`src/rtl/fetch_pc_unit_if.sv`:
```
// fetch_pc_unit_if: instruction-memory request/ready handshake between fetch stage and imem
interface fetch_pc_unit_if;
   logic        imem_req;
   logic [31:0] imem_addr;
   logic        imem_ready;
   logic [31:0] imem_rdata;
   modport master (output imem_req, imem_addr, input imem_ready, imem_rdata);
   modport slave  (input imem_req, imem_addr, output imem_ready, imem_rdata);
endinterface

```
`src/rtl/fetch_pc_unit.sv`:
```
// fetch_pc_unit: IF stage owning the PC, issuing imem fetches and redirecting on EX branches
module fetch_pc_unit #(
   parameter logic [31:0] RESET_PC  = 32'h0000_0000,
   parameter logic [31:0] NOP_INSTR = 32'h0000_0013
) (
   input  logic            clk,
   input  logic            reset_n,
   input  logic            stall,
   input  logic            branch_taken,
   input  logic [31:0]     branch_target,
   fetch_pc_unit_if.master imem,
   output logic            if_valid,
   output logic [31:0]     if_pc,
   output logic [31:0]     if_instr,
   output logic            flush
);
   typedef enum logic [1:0] {BOOT, FETCH, HOLD, DRAIN} state_t;
   state_t      state;
   logic        req;
   logic [31:0] pc, instr_q, buf_pc, buf_instr, pending, pc_inc, tgt;
   assign pc_inc         = pc + 32'd4;
   assign tgt            = {branch_target[31:2], 2'b00};
   assign imem.imem_req  = req;
   assign imem.imem_addr = pc;
   assign flush          = branch_taken;
   assign if_instr       = if_valid ? instr_q : NOP_INSTR;
   // fetch FSM: HOLD parks a word returned under stall, DRAIN retires a request orphaned by a branch
   always_ff @(posedge clk or negedge reset_n)
      if (!reset_n) begin
         state     <= BOOT;
         req       <= 1'b0;
         pc        <= RESET_PC;
         if_valid  <= 1'b0;
         if_pc     <= RESET_PC;
         instr_q   <= NOP_INSTR;
         buf_pc    <= RESET_PC;
         buf_instr <= NOP_INSTR;
         pending   <= RESET_PC;
      end else
         case (state)
            BOOT: begin
               state <= FETCH;
               req   <= 1'b1;
            end
            FETCH:
               if (branch_taken) begin
                  if_valid <= 1'b0;
                  if (imem.imem_ready) pc <= tgt;
                  else begin
                     pending <= tgt;
                     state   <= DRAIN;
                  end
               end else if (imem.imem_ready) begin
                  pc <= pc_inc;
                  if (stall) begin
                     buf_pc    <= pc;
                     buf_instr <= imem.imem_rdata;
                     state     <= HOLD;
                     req       <= 1'b0;
                  end else begin
                     if_pc    <= pc;
                     instr_q  <= imem.imem_rdata;
                     if_valid <= 1'b1;
                  end
               end else if (!stall) if_valid <= 1'b0;
            HOLD:
               if (branch_taken) begin
                  pc       <= tgt;
                  if_valid <= 1'b0;
                  state    <= FETCH;
                  req      <= 1'b1;
               end else if (!stall) begin
                  if_pc    <= buf_pc;
                  instr_q  <= buf_instr;
                  if_valid <= 1'b1;
                  state    <= FETCH;
                  req      <= 1'b1;
               end
            DRAIN:
               if (imem.imem_ready) begin
                  pc    <= branch_taken ? tgt : pending;
                  state <= FETCH;
               end else if (branch_taken) pending <= tgt;
            default: state <= BOOT;
         endcase
endmodule

```
`src/flat_wrapper.sv`:
```
// flat-port wrapper written by rule: the top's interface ports become plain ports
module fetch_pc_unit_flat 
#(
   parameter logic [31:0] RESET_PC  = 32'h0000_0000,
   parameter logic [31:0] NOP_INSTR = 32'h0000_0013
)
  (clk, reset_n, stall, branch_taken, branch_target, if_valid, if_pc, if_instr, flush, imem_imem_req, imem_imem_addr, imem_imem_ready, imem_imem_rdata);
  fetch_pc_unit_if imem_i ();
  input  logic clk;
  input  logic reset_n;
  input  logic stall;
  input  logic branch_taken;
  input  logic [31:0] branch_target;
  output logic if_valid;
  output logic [31:0] if_pc;
  output logic [31:0] if_instr;
  output logic flush;
  output wire logic [$bits(imem_i.imem_req)-1:0] imem_imem_req;
  output wire logic [$bits(imem_i.imem_addr)-1:0] imem_imem_addr;
  input wire logic [$bits(imem_i.imem_ready)-1:0] imem_imem_ready;
  input wire logic [$bits(imem_i.imem_rdata)-1:0] imem_imem_rdata;
  assign imem_imem_req = imem_i.imem_req;
  assign imem_imem_addr = imem_i.imem_addr;
  assign imem_i.imem_ready = imem_imem_ready;
  assign imem_i.imem_rdata = imem_imem_rdata;
  fetch_pc_unit #(.RESET_PC(RESET_PC), .NOP_INSTR(NOP_INSTR)) u_core (.clk(clk), .reset_n(reset_n), .stall(stall), .branch_taken(branch_taken), .branch_target(branch_target), .imem(imem_i), .if_valid(if_valid), .if_pc(if_pc), .if_instr(if_instr), .flush(flush));
endmodule
```
`config.mk`:
```
export PLATFORM = sky130hd
export DESIGN_NAME = fetch_pc_unit_flat
export DESIGN_NICKNAME = d
export VERILOG_FILES = /design/src/rtl/fetch_pc_unit_if.sv /design/src/rtl/fetch_pc_unit.sv /design/src/flat_wrapper.sv
export SDC_FILE = /design/constraint.sdc
export NUM_CORES = 1
export LEC_CHECK = 0
export BUFFER_PORTS_ARGS = -buffer_cell sky130_fd_sc_hd__buf_2
export CAP_MARGIN = 20
export CORE_ASPECT_RATIO = 1.4
export CORE_MARGIN = 1
export CORE_UTILIZATION = 61
export CTS_CLUSTER_SIZE = 28
export DETAILED_ROUTE_END_ITERATION = 6
export GPL_ROUTABILITY_DRIVEN = 0
export HOLD_SLACK_MARGIN = 0.05
export PLACE_DENSITY = 0.86
export SETUP_SLACK_MARGIN = 0.02
export SKIP_LAST_GASP = 1
export SLEW_MARGIN = 20
export SYNTH_ARGS = -nofsm -noshare
export SYNTH_HDL_FRONTEND = slang
export SYNTH_SLANG_ARGS = --single-unit
```
`constraint.sdc`:
```
create_clock -name clk -period 5.63 [get_ports clk]
set_input_delay 1.126 -clock clk [delete_from_list [all_inputs] [get_ports clk]]
set_output_delay 1.126 -clock clk [all_outputs]
set_load 0.02 [all_outputs]
```
Word level (Yosys, flattened, before mapping)
Index checks and enable logic that the tools add are counted.

cells by class
  add/subtract/negate cells = 1
  multipliers = 0
  divide/modulo/power cells = 0
  $lt $le $gt $ge = 0
  equality and inequality tests = 19
  shift-type cells = 0
  muxes and demuxes = 44
  bitwise gates (word level) = 1
  reduce and logical (&&, ||, !) cells = 12

operators with widths
  kind                   number
  $mux 32                20
  $pmux 32 s2            3
  $pmux 32 s3            1
  $add 32x3->32 const B  1
  $ne 2x2->1 const B     11
  $mux 2                 7
  $ne 3x3->1 const B     4
  $reduce_and 4->1       3
  $mux 1                 10
  $reduce_and 5->1       2
  $pmux 2 s4             1
  $reduce_and 6->1       1
  $reduce_bool 3->1      2
  $eq 2x2->1 const B     2
  $ne 4x4->1 const B     1
  $reduce_bool 2->1      2
  $pmux 1 s3             1
  $eq 2x1->1 const B     1
  $logic_not 2->1        1
  $pmux 1 s2             1
  $reduce_and 2->1       1
  $not 1->1              1

storage, ports and cells
  flip-flop bits (word level) = 196
  bits in latches = 0
  memory bits (writable) = 0
  bits in read-only memories = 0
  bits of input ports = 69
  output and inout port bits = 99
  logic and storage cells = 86
  memories kept = 0

Longest topological paths before layout
  word-level depth = 4
  gate-level depth with buffers = 10
  depth with buffers taken out = 6

Least setup slack after synthesis
No wires, ideal clock.

  path kind = input-to-reg
  from = input port branch_taken
  to = register u_core.pc[30] (netlist: u_core.imem.imem_addr[30])
  setup time = 0.127 ns
  arrival time = 2.478 ns
  required time = 5.503 ns
  path slack = 3.024 ns
  cell stages on the path = 5
  path buffers = 1
  cell sequence = buf_2 > nor3_1 > nand4_1 > or4b_1 > nor3b_1

between the ends
  cells in the longest elaborated chain, start to end = 3
  elaborated cells between the ends (all ways) = 6
  those cells by class = 1 x eq/ne; 4 x mux; 1 x reduce/logical

RTL lines
  item                  line                 source
  start, declared       flat_wrapper.sv:12   input logic branch_taken;
  $mux 32               n/a
  $mux 32               fetch_pc_unit.sv:80  if (imem.imem_ready) begin
  $pmux 32 s3           fetch_pc_unit.sv:40  case (state)
  end signal, assigned  fetch_pc_unit.sv:48  if (imem.imem_ready) pc <= tgt;
  end signal, assigned  fetch_pc_unit.sv:54  pc <= pc_inc;
  end signal, assigned  fetch_pc_unit.sv:81  pc <= branch_taken ? tgt : pending;
  end, declared         fetch_pc_unit.sv:20  logic [31:0] pc, instr_q, buf_pc, buf_instr, pending, pc_inc, tgt;

Parallel ways exist; a longest one is shown, timed or not. The select of a mux whose other input is x is not followed.
A chain may end at the register's enable or synchronous reset.

Worst setup path in the final report
  from = register u_core.state[0]
  to = register u_core.pc[25] (netlist: u_core.imem.imem_addr[25])

between the ends
  cells in the longest elaborated chain, start to end = 3
  elaborated cells between the ends (all ways) = 9
  those cells by class = 6 x eq/ne; 1 x mux; 2 x reduce/logical

RTL lines
  item                                                                     line                 source
  start, declared                                                          fetch_pc_unit.sv:18  state_t state;
  start signal, assigned                                                   fetch_pc_unit.sv:30  state <= BOOT;
  start signal, assigned                                                   fetch_pc_unit.sv:42  state <= FETCH;
  start signal, assigned                                                   fetch_pc_unit.sv:51  state <= DRAIN;
  $eq 2x2->1 / $eq 2x1->1 (equally long branches)                          fetch_pc_unit.sv:40
  $ne 2x2->1 (no source line) / $reduce_bool 3->1 (equally long branches)  n/a
  $reduce_and 4->1 (no source line)                                        n/a
  end signal, assigned                                                     fetch_pc_unit.sv:48
  end signal, assigned                                                     fetch_pc_unit.sv:54
  end signal, assigned                                                     fetch_pc_unit.sv:68  pc <= tgt;

Parallel ways exist; a longest one is shown, timed or not.

==> summary.md <==
| Metric | Value |
|---|---|
| Clock power frac | 0.192 |
| FF-to-FF Start | u_core.state[0] |
| CP Data Required Time | 5.97 ns |
| 1st-pass router iterations | 7 |
| Post-synthesis sequential area ratio | 0.517 |
| Worst Skew | 0.00711 ns |
| Die area | 16100 um2 |
| Int Pwr | 3.71 mW |
| CP max stage cell | ha_4 |
| Number of cell rows | 53 |
| Initial antenna violation count | 0 |
| Setup TNS | 0 ns |
| Layout net count | 1089 |
| Pwr dens | 560 nW/um2 |
| Pleak | 4.99 nW |
| Highest clock rate | 346 MHz |
| Period utilization | 0.514 |
| GRT Total Usage | 0.273 |
| Largest net degree at the start of global routing | 120 |
| CP Cell Sequence | inv_1 > ha_4 > nor2b_1 > or3_1 > buf_4 > nor4_1 > nor3_1 |
| Final hold violation count | 0 |
| PortBufs | 165 |
| Worst Max-Slew Pin Slew | 0.982 ns |
| Peak supply drop | 0.294 mV |
| Synth Register Bits | 196 |
| Hold wc startpoint | u_core.if_pc[9] |
| Avg Cell Area, Syn | 10.6 um2 |
| Critical path launch point type | flop |
| Slew HR | 0.346 |
| Cells after Synth | 892 |
| Setup crit end kind | flop |
| Reg area | 4910 um2 |
| Slowest stage delay, CP | 0.66 ns |
| CP max FO | 48 |
| Max cap viols | 0 |
| Switch share | 0.395 |
| Critical path class | reg -> reg |
| Synth cell types | 56 |
| Mapped Nets | 966 |
| Routed WL | 21300 um |
| Initial Utilization | 0.628 |
| Number of fillers in the final layout | 1081 |
| TritonCTS clock tree | done |
| Area Overhead vs Synth | 15.5% |
| Antenna-violating nets left | 0 |
| EDFF count, synth | 0 |
| Die H | 150 um |
| Core area | 15100 um2 |
| Clock Sinks | 196 |
| DRC | 0 |
| Outcome | complete, no violations |
| Skew-Pair Late Insertion Delay | 0.43 ns |
| Final Setup Violations | 0 |
| HPWL after DPL | 14400 um |
| Ratio of cells with drive above 1 in the final layout | 0.298 |
| Ys Warns | 0 |
| Max Transition Viols Final | 0 |
| Psw | 2.42 mW |
| DRT iter0 DRCs | 540 |
| Root Driver | clkbuf_16 |
| Worst-path clk slew | 0.07 ns |
| Synth Flop Type | dfrtp_1 |
| Hold buffers post-CTS | 0 |
| Synthesized cell area | 9500 um2 |
| Total grt overflow | 0 |
| Hold Path Class | reg -> reg |
| Number of global-route vias before repair | 6958 |
| Final core occ | 0.725 |
| WP data arrival | 3.23 ns |
| Min cycle time layout | 2.89 ns |
| # Post-CTS Setup Buffers | 0 |
| Vias/cell | 6.03 |
| Max Buffers Root-to-Sink | 2 |
| Post-CTS Resized | 0 |
| Inserted Clock Buffers | 17 |
| Via count | 7357 |
| Comb power frac | 0.385 |
| IO Count | 168 |
| Async S/R FF share, synth | 1.00 |
| Diodes inserted | 0 |
| Reg power frac | 0.423 |
| Clock H-tree levels | 4 |
| RSZ-0062 raised after global routing | no |
| Multi-input gate area | 4270 um2 |
| WL per Instance | 17.5 um |
| Critical Path Start | u_core.state[0] |
| Die width | 107 um |
| First-pass GRT wire length | 34500 um |
registers in the layout (all words and copies together) (netlist names):
signal	cells
u_core.buf_instr	32
u_core.buf_pc	32
u_core.if_pc	32
u_core.if_valid	1
u_core.imem.imem_addr	32
u_core.imem.imem_req	1
u_core.instr_q	32
u_core.pending	32
u_core.state	2
per-layer routing:
metal,vias to the layer above,track usage,wire length [um]
met4,0,0.107,539
li1,3460,-,-
met5,-,0,0
met2,302,0.440,10400
met1,3550,0.368,9130
met3,45,0.0466,1250
synthesized netlist by cell type, types with 8 or more instances:
cell / number / area [um2]
a211oi_1: 8 / 60.1
nand2_1: 114 / 428
nand4_1: 16 / 100
a22o_1: 11 / 96.3
mux2_2: 84 / 946
o211ai_1: 10 / 75.1
nor2_1: 24 / 90.1
o21ai_0: 92 / 460
nor4_1: 11 / 68.8
buf_2: 20 / 100
clkbuf_1: 47 / 176
mux2i_1: 72 / 721
inv_1: 16 / 60.1
a21oi_1: 14 / 70.1
nand3_1: 12 / 60.1
o31ai_1: 12 / 90.1
dfrtp_1: 190 / 4750
and2_1: 40 / 250
nor3_1: 12 / 60.1
per-stage QoR:
| stage | instance area [um2] | worst slack, ns | hold slack [ns] | instances | power (mW) |
|---|---|---|---|---|---|
| global placement | 10400 | 2.52 | 0.453 | 1188 | 4.83 |
| CTS | 11000 | 2.72 | 0.478 | 1220 | 6.13 |
| global route | 11000 | 2.49 | 0.494 | 1220 | 6.51 |
| detailed placement | 10400 | 2.48 | 0.462 | 1188 | 4.96 |
| floorplan | 9500 | 3.02 | 0.442 | 892 | 4.19 |
| finish | 11000 | 2.74 | 0.473 | 1220 | 6.13 |
layout make-up:
cell class / count / share of cell area
Timing Repair Buffer: 175 / 0.0830
Inverter: 17 / 0.00582
Clock inverter: 7 / 0.00662
Multi-Input combinational cell: 608 / 0.389
Tap cell: 192 / 0.0219
Sequential cell: 196 / 0.448
Clock buffer: 25 / 0.0452
placed cells by master (no fill, tap or decap), drive strengths merged, types with 14 or more instances in the layout:
master  instances
a21oi          14
and2           40
buf           174
clkbuf         26
dfrtp         190
inv            18
mux2           84
mux2i          72
nand2         114
nand4          17
nor2           24
o21ai          92
worst max-delay path, delay by kind of cell (launching register included):
family	cells	cell delay, ns
adder cells (fa/ha/maj)	1	0.66
buffers and inverters	2	0.49
flip-flops	1	0.41
AND/OR/NAND/NOR	4	1.22
power by group through the flow:
stage	registers [mW]	logic [mW]	clock network [mW]
floorplan	2.68	1.51	0
finish	2.60	2.36	1.18
global placement	2.56	2.27	0
global route	2.68	2.59	1.24
CTS	2.58	2.36	1.18
detailed placement	2.61	2.35	0
final timing paths:
kind / endpoint / slack [ns] / cells past startpoint
worst max-delay path: u_core.imem.imem_addr[25] / 2.74 / 7
worst min-delay path: u_core.if_pc[9] / 0.47 / 2
worst max register to register: u_core.imem.imem_addr[25] / 2.74 / 7
worst min register to register: u_core.if_pc[9] / 0.47 / 2
max in group asynchronous: u_core.instr_q[4] / 3.66 / 2
min in group asynchronous: u_core.state[1] / 0.82 / 1
logic make-up (layout without fill, tap and decap cells):
kind of cell / after synthesis / in the layout / synth area share
AND/OR/NAND/NOR: 256 / 256 / 0.133
adder cells (fa/ha/maj): 5 / 5 / 0.00659
buffers and inverters: 88 / 224 / 0.0378
multiplexers: 156 / 156 / 0.175
flip-flops: 196 / 196 / 0.517
AO/OA/AOI/OAI: 191 / 191 / 0.130
(Power assumes the default switching activity.)
